--- config.mk ---
export PLATFORM = sky130hd
export DESIGN_NAME = macro_hub_flat
export DESIGN_NICKNAME = d
export VERILOG_FILES = /design/src/rtl/macro_hub_if.sv /design/src/rtl/macro_hub.sv /design/src/flat_wrapper.sv
export SDC_FILE = /design/constraint.sdc
export NUM_CORES = 1
export LEC_CHECK = 0
export ABC_AREA = 1
export CAP_MARGIN = 5
export CELL_PAD_IN_SITES_DETAIL_PLACEMENT = 1
export CELL_PAD_IN_SITES_GLOBAL_PLACEMENT = 2
export CORE_AREA = 5 5 274 276
export DETAILED_ROUTE_END_ITERATION = 8
export DIE_AREA = 0 0 279 281
export HOLD_SLACK_MARGIN = 0.1
export PLACE_DENSITY = 0.72
export SLEW_MARGIN = 20
export SYNTH_ARGS = -nofsm -noshare
export SYNTH_HDL_FRONTEND = slang
export SYNTH_SLANG_ARGS = --single-unit
--- constraint.sdc ---
create_clock -name wb_clk_i -period 7.52 [get_ports wb_clk_i]
set_input_delay 1.504 -clock wb_clk_i [delete_from_list [all_inputs] [get_ports wb_clk_i]]
set_output_delay 1.504 -clock wb_clk_i [all_outputs]
set_load 0.01 [all_outputs]
--- src/rtl/macro_hub_if.sv ---
// Upstream Wishbone slave bus between the Caravel wrapper pins and the macro hub.
interface macro_hub_if;
   logic        wbs_cyc_i;
   logic        wbs_stb_i;
   logic        wbs_we_i;
   logic [3:0]  wbs_sel_i;
   logic [31:0] wbs_adr_i;
   logic [31:0] wbs_dat_i;
   logic        wbs_ack_o;
   logic [31:0] wbs_dat_o;

   modport master (
      output wbs_cyc_i, wbs_stb_i, wbs_we_i, wbs_sel_i, wbs_adr_i, wbs_dat_i,
      input  wbs_ack_o, wbs_dat_o
   );

   modport slave (
      input  wbs_cyc_i, wbs_stb_i, wbs_we_i, wbs_sel_i, wbs_adr_i, wbs_dat_i,
      output wbs_ack_o, wbs_dat_o
   );
endinterface

--- src/rtl/macro_hub.sv ---
// Macro hub: gives every user macro its own Wishbone, IO and IRQ port.
// Upstream Wishbone accesses are decoded to one macro (with a bus timeout)
// or to the hub's own CTRL/STATUS registers.
// IO pads are owned by a single macro, with a guard period on every ownership change.
// Enabled macro interrupts are ORed onto user_irq.
module macro_hub #(
   parameter int          N_MACRO = 4,
   parameter int          IO_W    = 38,
   parameter int          TIMEOUT = 255,
   parameter int          GUARD   = 4,
   parameter logic [7:0]  BASE    = 8'h30
) (
   input  logic                      wb_clk_i,
   input  logic                      wb_rst_i,
   macro_hub_if.slave                wbs,
   output logic [N_MACRO-1:0]        m_cyc_o,
   output logic [N_MACRO-1:0]        m_stb_o,
   output logic                      m_we_o,
   output logic [3:0]                m_sel_o,
   output logic [31:0]               m_adr_o,
   output logic [31:0]               m_dat_o,
   input  logic [N_MACRO-1:0]        m_ack_i,
   input  logic [32*N_MACRO-1:0]     m_dat_i,
   input  logic [IO_W*N_MACRO-1:0]   m_io_out_i,
   input  logic [IO_W*N_MACRO-1:0]   m_io_oeb_i,
   input  logic [3*N_MACRO-1:0]      m_irq_i,
   output logic [IO_W-1:0]           io_out,
   output logic [IO_W-1:0]           io_oeb,
   output logic [2:0]                user_irq
);

   localparam logic [31:0] ERR_DATA = 32'hDEADBEEF;

   typedef enum logic [1:0] {IDLE, HUB, WAIT, RESP} state_t;

   state_t              state, state_next;
   logic [3:0]          req_idx;
   logic [7:0]          timer;
   logic [3:0]          io_owner;
   logic                io_en;
   logic [N_MACRO-1:0]  irq_en;
   logic [N_MACRO-1:0]  status_to;
   logic                status_err;
   logic [3:0]          guard;

   logic [3:0]          dec_idx;
   logic                dec_base, dec_hub, dec_macro, accept, hub_wr;
   logic [N_MACRO-1:0]  dec_onehot, req_onehot;
   logic                ack_sel;
   logic [31:0]         dat_sel;
   logic                do_abort, do_ack, do_timeout;
   logic [31:0]         ctrl_word, status_word, hub_rdata;
   logic [IO_W-1:0]     pad_out_sel, pad_oeb_sel;
   logic                own_ok;
   logic [2:0]          irq_or;

   // Decode the upstream request into macro / hub / error targets.
   always_comb begin
      dec_idx   = wbs.wbs_adr_i[23:20];
      dec_base  = (wbs.wbs_adr_i[31:24] == BASE);
      dec_hub   = dec_base && (dec_idx == 4'hF);
      dec_macro = dec_base && (int'(dec_idx) < N_MACRO);
      accept    = (state == IDLE) && wbs.wbs_cyc_i && wbs.wbs_stb_i;
      hub_wr    = accept && dec_hub && wbs.wbs_we_i;
      for (int k = 0; k < N_MACRO; k++) begin
         dec_onehot[k] = (dec_idx == 4'(k));
         req_onehot[k] = (req_idx == 4'(k));
      end
   end

   // Pick ack and read data of the macro currently addressed; others are ignored.
   always_comb begin
      ack_sel = 1'b0;
      dat_sel = '0;
      for (int k = 0; k < N_MACRO; k++) begin
         if (req_onehot[k]) begin
            ack_sel = m_ack_i[k];
            dat_sel = m_dat_i[32*k +: 32];
         end
      end
   end

   // Next-state logic; in WAIT an upstream abort beats everything and an ack beats the timeout.
   always_comb begin
      state_next = state;
      do_abort   = 1'b0;
      do_ack     = 1'b0;
      do_timeout = 1'b0;
      case (state)
         IDLE: begin
            if (accept) begin
               if (dec_hub)        state_next = HUB;
               else if (dec_macro) state_next = WAIT;
               else                state_next = RESP;
            end
         end
         HUB:  state_next = RESP;
         WAIT: begin
            if (!wbs.wbs_cyc_i) begin
               do_abort   = 1'b1;
               state_next = IDLE;
            end else if (ack_sel) begin
               do_ack     = 1'b1;
               state_next = RESP;
            end else if (timer == 8'(TIMEOUT - 1)) begin
               do_timeout = 1'b1;
               state_next = RESP;
            end
         end
         RESP:    state_next = IDLE;
         default: state_next = IDLE;
      endcase
   end

   // State register.
   always_ff @(posedge wb_clk_i or posedge wb_rst_i) begin
      if (wb_rst_i) state <= IDLE;
      else          state <= state_next;
   end

   // Register views of CTRL and STATUS, selected by the latched word offset.
   always_comb begin
      ctrl_word                  = '0;
      ctrl_word[3:0]             = io_owner;
      ctrl_word[4]               = io_en;
      ctrl_word[8 +: N_MACRO]    = irq_en;
      status_word                = '0;
      status_word[N_MACRO-1:0]   = status_to;
      status_word[16]            = status_err;
      case (m_adr_o[3:2])
         2'd0:    hub_rdata = ctrl_word;
         2'd1:    hub_rdata = status_word;
         default: hub_rdata = '0;
      endcase
   end

   // Bus datapath: request capture, macro strobes, timeout counter, upstream response.
   always_ff @(posedge wb_clk_i or posedge wb_rst_i) begin
      if (wb_rst_i) begin
         wbs.wbs_ack_o <= 1'b0;
         wbs.wbs_dat_o <= '0;
         m_cyc_o       <= '0;
         m_stb_o       <= '0;
         m_we_o        <= 1'b0;
         m_sel_o       <= '0;
         m_adr_o       <= '0;
         m_dat_o       <= '0;
         req_idx       <= '0;
         timer         <= '0;
      end else begin
         wbs.wbs_ack_o <= (state_next == RESP);
         if (accept) begin
            m_we_o  <= wbs.wbs_we_i;
            m_sel_o <= wbs.wbs_sel_i;
            m_adr_o <= wbs.wbs_adr_i;
            m_dat_o <= wbs.wbs_dat_i;
            req_idx <= dec_idx;
            if (dec_macro) begin
               m_cyc_o <= dec_onehot;
               m_stb_o <= dec_onehot;
               timer   <= '0;
            end else if (!dec_hub) begin
               wbs.wbs_dat_o <= ERR_DATA;
            end
         end
         if (state == HUB) wbs.wbs_dat_o <= hub_rdata;
         if (state == WAIT) begin
            if (do_abort || do_ack || do_timeout) begin
               m_cyc_o <= '0;
               m_stb_o <= '0;
            end else begin
               timer <= timer + 8'd1;
            end
            if (do_ack)     wbs.wbs_dat_o <= dat_sel;
            if (do_timeout) wbs.wbs_dat_o <= ERR_DATA;
         end
      end
   end

   // Hub registers: CTRL writes (arming the IO guard), W1C STATUS, sticky timeout/error flags.
   always_ff @(posedge wb_clk_i or posedge wb_rst_i) begin
      if (wb_rst_i) begin
         io_owner   <= '0;
         io_en      <= 1'b0;
         irq_en     <= '0;
         status_to  <= '0;
         status_err <= 1'b0;
         guard      <= '0;
      end else begin
         if (guard != 4'd0) guard <= guard - 4'd1;
         if (hub_wr && (wbs.wbs_adr_i[3:2] == 2'd0)) begin
            io_owner <= wbs.wbs_dat_i[3:0];
            io_en    <= wbs.wbs_dat_i[4];
            irq_en   <= wbs.wbs_dat_i[8 +: N_MACRO];
            if ((wbs.wbs_dat_i[3:0] != io_owner) || (wbs.wbs_dat_i[4] != io_en))
               guard <= 4'(GUARD);
         end
         if (hub_wr && (wbs.wbs_adr_i[3:2] == 2'd1)) begin
            status_to  <= status_to & ~wbs.wbs_dat_i[N_MACRO-1:0];
            status_err <= status_err & ~wbs.wbs_dat_i[16];
         end
         if (do_timeout) status_to <= status_to | req_onehot;
         if (accept && !dec_hub && !dec_macro) status_err <= 1'b1;
      end
   end

   // Select the owning macro's pad slice and OR the enabled interrupt slices.
   always_comb begin
      pad_out_sel = '0;
      pad_oeb_sel = '1;
      irq_or      = '0;
      for (int k = 0; k < N_MACRO; k++) begin
         if (io_owner == 4'(k)) begin
            pad_out_sel = m_io_out_i[IO_W*k +: IO_W];
            pad_oeb_sel = m_io_oeb_i[IO_W*k +: IO_W];
         end
         if (irq_en[k]) irq_or = irq_or | m_irq_i[3*k +: 3];
      end
      own_ok = (guard == 4'd0) && io_en && (int'(io_owner) < N_MACRO);
   end

   // Registered pad and interrupt outputs; pads stay released while guarded or unowned.
   always_ff @(posedge wb_clk_i or posedge wb_rst_i) begin
      if (wb_rst_i) begin
         io_out   <= '0;
         io_oeb   <= '1;
         user_irq <= '0;
      end else begin
         io_out   <= own_ok ? pad_out_sel : '0;
         io_oeb   <= own_ok ? pad_oeb_sel : '1;
         user_irq <= irq_or;
      end
   end

endmodule

--- src/flat_wrapper.sv ---
// flat-port wrapper written by rule: the top's interface ports become plain ports
module macro_hub_flat 
#(
   parameter int          N_MACRO = 4,
   parameter int          IO_W    = 38,
   parameter int          TIMEOUT = 255,
   parameter int          GUARD   = 4,
   parameter logic [7:0]  BASE    = 8'h30
)
  (wb_clk_i, wb_rst_i, m_cyc_o, m_stb_o, m_we_o, m_sel_o, m_adr_o, m_dat_o, m_ack_i, m_dat_i, m_io_out_i, m_io_oeb_i, m_irq_i, io_out, io_oeb, user_irq, wbs_wbs_cyc_i, wbs_wbs_stb_i, wbs_wbs_we_i, wbs_wbs_sel_i, wbs_wbs_adr_i, wbs_wbs_dat_i, wbs_wbs_ack_o, wbs_wbs_dat_o);
  macro_hub_if wbs_i ();
  input  logic wb_clk_i;
  input  logic wb_rst_i;
  output logic [N_MACRO-1:0] m_cyc_o;
  output logic [N_MACRO-1:0] m_stb_o;
  output logic m_we_o;
  output logic [3:0] m_sel_o;
  output logic [31:0] m_adr_o;
  output logic [31:0] m_dat_o;
  input  logic [N_MACRO-1:0] m_ack_i;
  input  logic [32*N_MACRO-1:0] m_dat_i;
  input  logic [IO_W*N_MACRO-1:0] m_io_out_i;
  input  logic [IO_W*N_MACRO-1:0] m_io_oeb_i;
  input  logic [3*N_MACRO-1:0] m_irq_i;
  output logic [IO_W-1:0] io_out;
  output logic [IO_W-1:0] io_oeb;
  output logic [2:0] user_irq;
  input wire logic [$bits(wbs_i.wbs_cyc_i)-1:0] wbs_wbs_cyc_i;
  input wire logic [$bits(wbs_i.wbs_stb_i)-1:0] wbs_wbs_stb_i;
  input wire logic [$bits(wbs_i.wbs_we_i)-1:0] wbs_wbs_we_i;
  input wire logic [$bits(wbs_i.wbs_sel_i)-1:0] wbs_wbs_sel_i;
  input wire logic [$bits(wbs_i.wbs_adr_i)-1:0] wbs_wbs_adr_i;
  input wire logic [$bits(wbs_i.wbs_dat_i)-1:0] wbs_wbs_dat_i;
  output wire logic [$bits(wbs_i.wbs_ack_o)-1:0] wbs_wbs_ack_o;
  output wire logic [$bits(wbs_i.wbs_dat_o)-1:0] wbs_wbs_dat_o;
  assign wbs_i.wbs_cyc_i = wbs_wbs_cyc_i;
  assign wbs_i.wbs_stb_i = wbs_wbs_stb_i;
  assign wbs_i.wbs_we_i = wbs_wbs_we_i;
  assign wbs_i.wbs_sel_i = wbs_wbs_sel_i;
  assign wbs_i.wbs_adr_i = wbs_wbs_adr_i;
  assign wbs_i.wbs_dat_i = wbs_wbs_dat_i;
  assign wbs_wbs_ack_o = wbs_i.wbs_ack_o;
  assign wbs_wbs_dat_o = wbs_i.wbs_dat_o;
  macro_hub #(.N_MACRO(N_MACRO), .IO_W(IO_W), .TIMEOUT(TIMEOUT), .GUARD(GUARD), .BASE(BASE)) u_core (.wb_clk_i(wb_clk_i), .wb_rst_i(wb_rst_i), .wbs(wbs_i), .m_cyc_o(m_cyc_o), .m_stb_o(m_stb_o), .m_we_o(m_we_o), .m_sel_o(m_sel_o), .m_adr_o(m_adr_o), .m_dat_o(m_dat_o), .m_ack_i(m_ack_i), .m_dat_i(m_dat_i), .m_io_out_i(m_io_out_i), .m_io_oeb_i(m_io_oeb_i), .m_irq_i(m_irq_i), .io_out(io_out), .io_oeb(io_oeb), .user_irq(user_irq));
endmodule
==> metrics.md <==
| Metric | Value |
|---|---|
| Final layout net count | roughly 2700 |
| CP max-delay cell | buf_4 |
| Root buffer cell | clkbuf_16 |
| Post-DP Area | 0.0196 sq mm |
| Crit-path max cell delay | between 600 and 700 ps |
| Minimum clock period | roughly 3700 ps |
| Netlist cell types | 35 |
| Routed WL | between 60000 and 70000 um |
| Rel. slew slack | 0.349 |
| Design Area, Final | 0.0205 sq mm |
| Clock Skews | approximately 19 ps |
| Routability Congestion | between 0.9 and 1 |
| Clock-pin slew on the worst setup and hold paths | 60 ps |
| Share of cells above drive strength 1 | 0.0598 |
| Mapped Nets | about 2100 |
| DIE WIDTH | 279 um |
| Boundary Pins | between 700 and 800 |
| RSZ-0062 raised after global routing | no |
| # Max-Cap Violations | 0 |
| Final period util | 0.488 |
| R2R Setup Slk | between 3000 and 4000 ps |
| P_leak | slightly below 9 nW |
| 1st-pass router iterations | 5 |
| Post-route antenna net violation count | 0 |
| Crit path cell chain | nor2_2 -> nand2_2 -> buf_4 -> inv_1 -> buf_4 -> nand2_1 -> buf_4 -> nor2_1 -> nor2_1 -> o21ai_0 -> a31oi_1 |
| Yosys warning total | 0 |
| Mapped Avg Cell Area | 7.49 sq um |
| Vias in the first global route | 14500 |
| Vias | around 13000 |
| Pwr dens | around 260 mW/mm^2 |
| Initial antenna violation count | 13 |
| Worst hold slack | approximately 470 ps |
| Clk Latency, worst-skew pair | about 580 ps |
| Worst slew pin tran | ~970 ps |
| H-tree depth | 1 |
| Commonest non-fill, non-tap cell in the layout | clkdlybuf4s50_1 |
| Hold buffers post-CTS | 0 |
| Worst vdd ir | approximately 140 uV |
| Total gr overflow | 0 |
| DR iter-0 viols | about 490 |
| Status | finished, final reports clean |
| Initial core utilization | 0.159 |
| Setup crit end kind | flip-flop |
| Hold Path Class | reg -> reg |
| Core ar. | roughly 0.072 sq mm |
| Slew Limit Fails | 0 |
| TritonCTS Sinks | ~220 |
| Num rows | 99 |
| Setup repair bufs after CTS | 0 |
| #FFs+latches synth | ~220 |
| Post_cts resized | 0 |
| Estimated wirelength of the detail-placed design | around 53000 um |
| Cells after synthesis | around 1500 |
| CP max FO | slightly above 60 |
| PortBufs | approximately 710 |
| CTS tree | done |
| DRC | 0 |
| DIE HEIGHT | between 200 and 300 um |
| First-pass GRT wire length | 98000 um |
| Crit Path Class | reg -> reg |
| Global Route Usage Sum | 0.164 |
| WP data required | slightly below 8000 ps |
| Drt wl/cell | approximately 21 um |
| Die Area | ~0.078 sq mm |
| Largest net degree at the start of global routing | slightly below 90 |
| Final setup violation count | 0 |
| Total CTS buffers | 29 |
| Hold Violations, Final | 0 |
| Register area share after synthesis | 0.477 |
| Critical Path AT | 4090 ps |
| Area grow syn2layout | 78.8% |
| Maximum clock frequency | 273 MHz |
| Clock buffer depth | 3 |
| Commonest non-fill, non-tap cells in the layout | 709 x clkdlybuf4s50_1, 514 x nand2_1, 179 x dfrtp_1 |
| Synthesized area | ~0.011 sq mm |
| CP startpoint kind | flip-flop |
| Vias/cell | around 4.2 |
| Sum Neg Setup Slack | 0 ps |
| Critical path's most frequent cell | buf_4 |
cells in the mapped netlist (all sizes together):
library cell / number / area, sq um
a21oi: 31 / 159
a221oi: 15 / 131
a31oi: 21 / 131
a41oi: 6 / 52.6
and2: 1 / 6.26
buf: 43 / 230
clkbuf: 48 / 180
clkinv: 1 / 3.75
dfrtp: 179 / 4480
dfstp: 38 / 998
ha: 3 / 37.5
inv: 126 / 473
nand2: 518 / 1960
nand3: 180 / 916
nand3b: 1 / 11.3
nand4: 10 / 62.6
nor2: 141 / 572
nor3: 4 / 42.5
o211ai: 2 / 15.0
o21ai: 113 / 566
o221ai: 42 / 368
xnor2: 4 / 35.0
xor2: 6 / 52.6
critical path: cells and delay by family, from the launching register on:
family	cells	cell delay (ps)
buffers and inverters	4	1360
AND/OR/NAND/NOR	5	870
AO/OA/AOI/OAI	2	790
flip-flops	1	430
final timing paths:
path	startpoint	endpoint	cells after the start
worst min register to register	u_core.m_adr_o[12]	u_core.m_adr_o[12]	2
worst max-delay path	u_core.io_owner[2]	u_core.io_out[32]	11
worst max register to register	u_core.io_owner[2]	u_core.io_out[32]	11
min in group asynchronous	wb_rst_i	u_core.io_out[9]	2
max in group asynchronous	wb_rst_i	u_core.wbs.wbs_dat_o[6]	3
worst min-delay path	u_core.m_adr_o[12]	u_core.m_adr_o[12]	2
per-stage QoR:
step,cells,utilization,total power [mW],setup slack [ps]
2_1_floorplan,1533,-,2.71,143
3_3_place_gp,3129,0.270,3.97,3750
3_5_place_dp,3129,0.270,4.04,3690
4_1_cts,3183,0.284,5.54,3860
5_1_grt,3188,0.284,5.79,3650
6_report,3190,0.284,5.40,3850
sequential cells by signal, indices dropped and copies added, names as in the netlist, 2 cells and up:
signal / flops
u_core.io_oeb: 38
u_core.io_out: 38
u_core.m_dat_o: 32
u_core.wbs.wbs_dat_o: 32
u_core.m_adr_o: 29
u_core.timer: 8
u_core.guard: 4
u_core.io_owner: 4
u_core.irq_en: 4
u_core.m_cyc_o: 4
u_core.m_sel_o: 4
u_core.m_stb_o: 4
u_core.status_to: 4
u_core.req_idx: 3
u_core.user_irq: 3
u_core.state: 2
layer usage:
layer / up-vias / GRT usage / routed length (um)
li1: 6369 / - / -
met1: 6446 / 0.208 / 28800
met2: 479 / 0.276 / 33100
met3: 105 / 0.0413 / 4590
met4: 10 / 0.0482 / 1970
met5: - / 0 / 67
cell families after synthesis:
family | count (synthesis) | synth area share
flops | 217 | 0.477
xor+xnor | 10 | 0.00762
fa+ha+maj | 3 | 0.00327
buf+inv | 218 | 0.0772
simple gates | 855 | 0.311
compound gates | 230 | 0.124
report_power, final:
part	switching [mW]	internal (mW)	total [mW]
combinational	1.19	1.07	2.26
clock	0.587	0.845	1.43
sequential	0.217	1.49	1.70
total	1.99	3.40	5.40
area by class of cell:
class	instances	area, sq um
multi-input cells	1098	5150
inverters	127	484
clock inverters	15	174
diodes	7	17.5
flip-flops and latches	217	5480
clock buffers	39	793
fillers	8565	51800
repair buffers	728	7240
well taps	959	1200
Note: power is estimated with default switching activity, not from simulation.
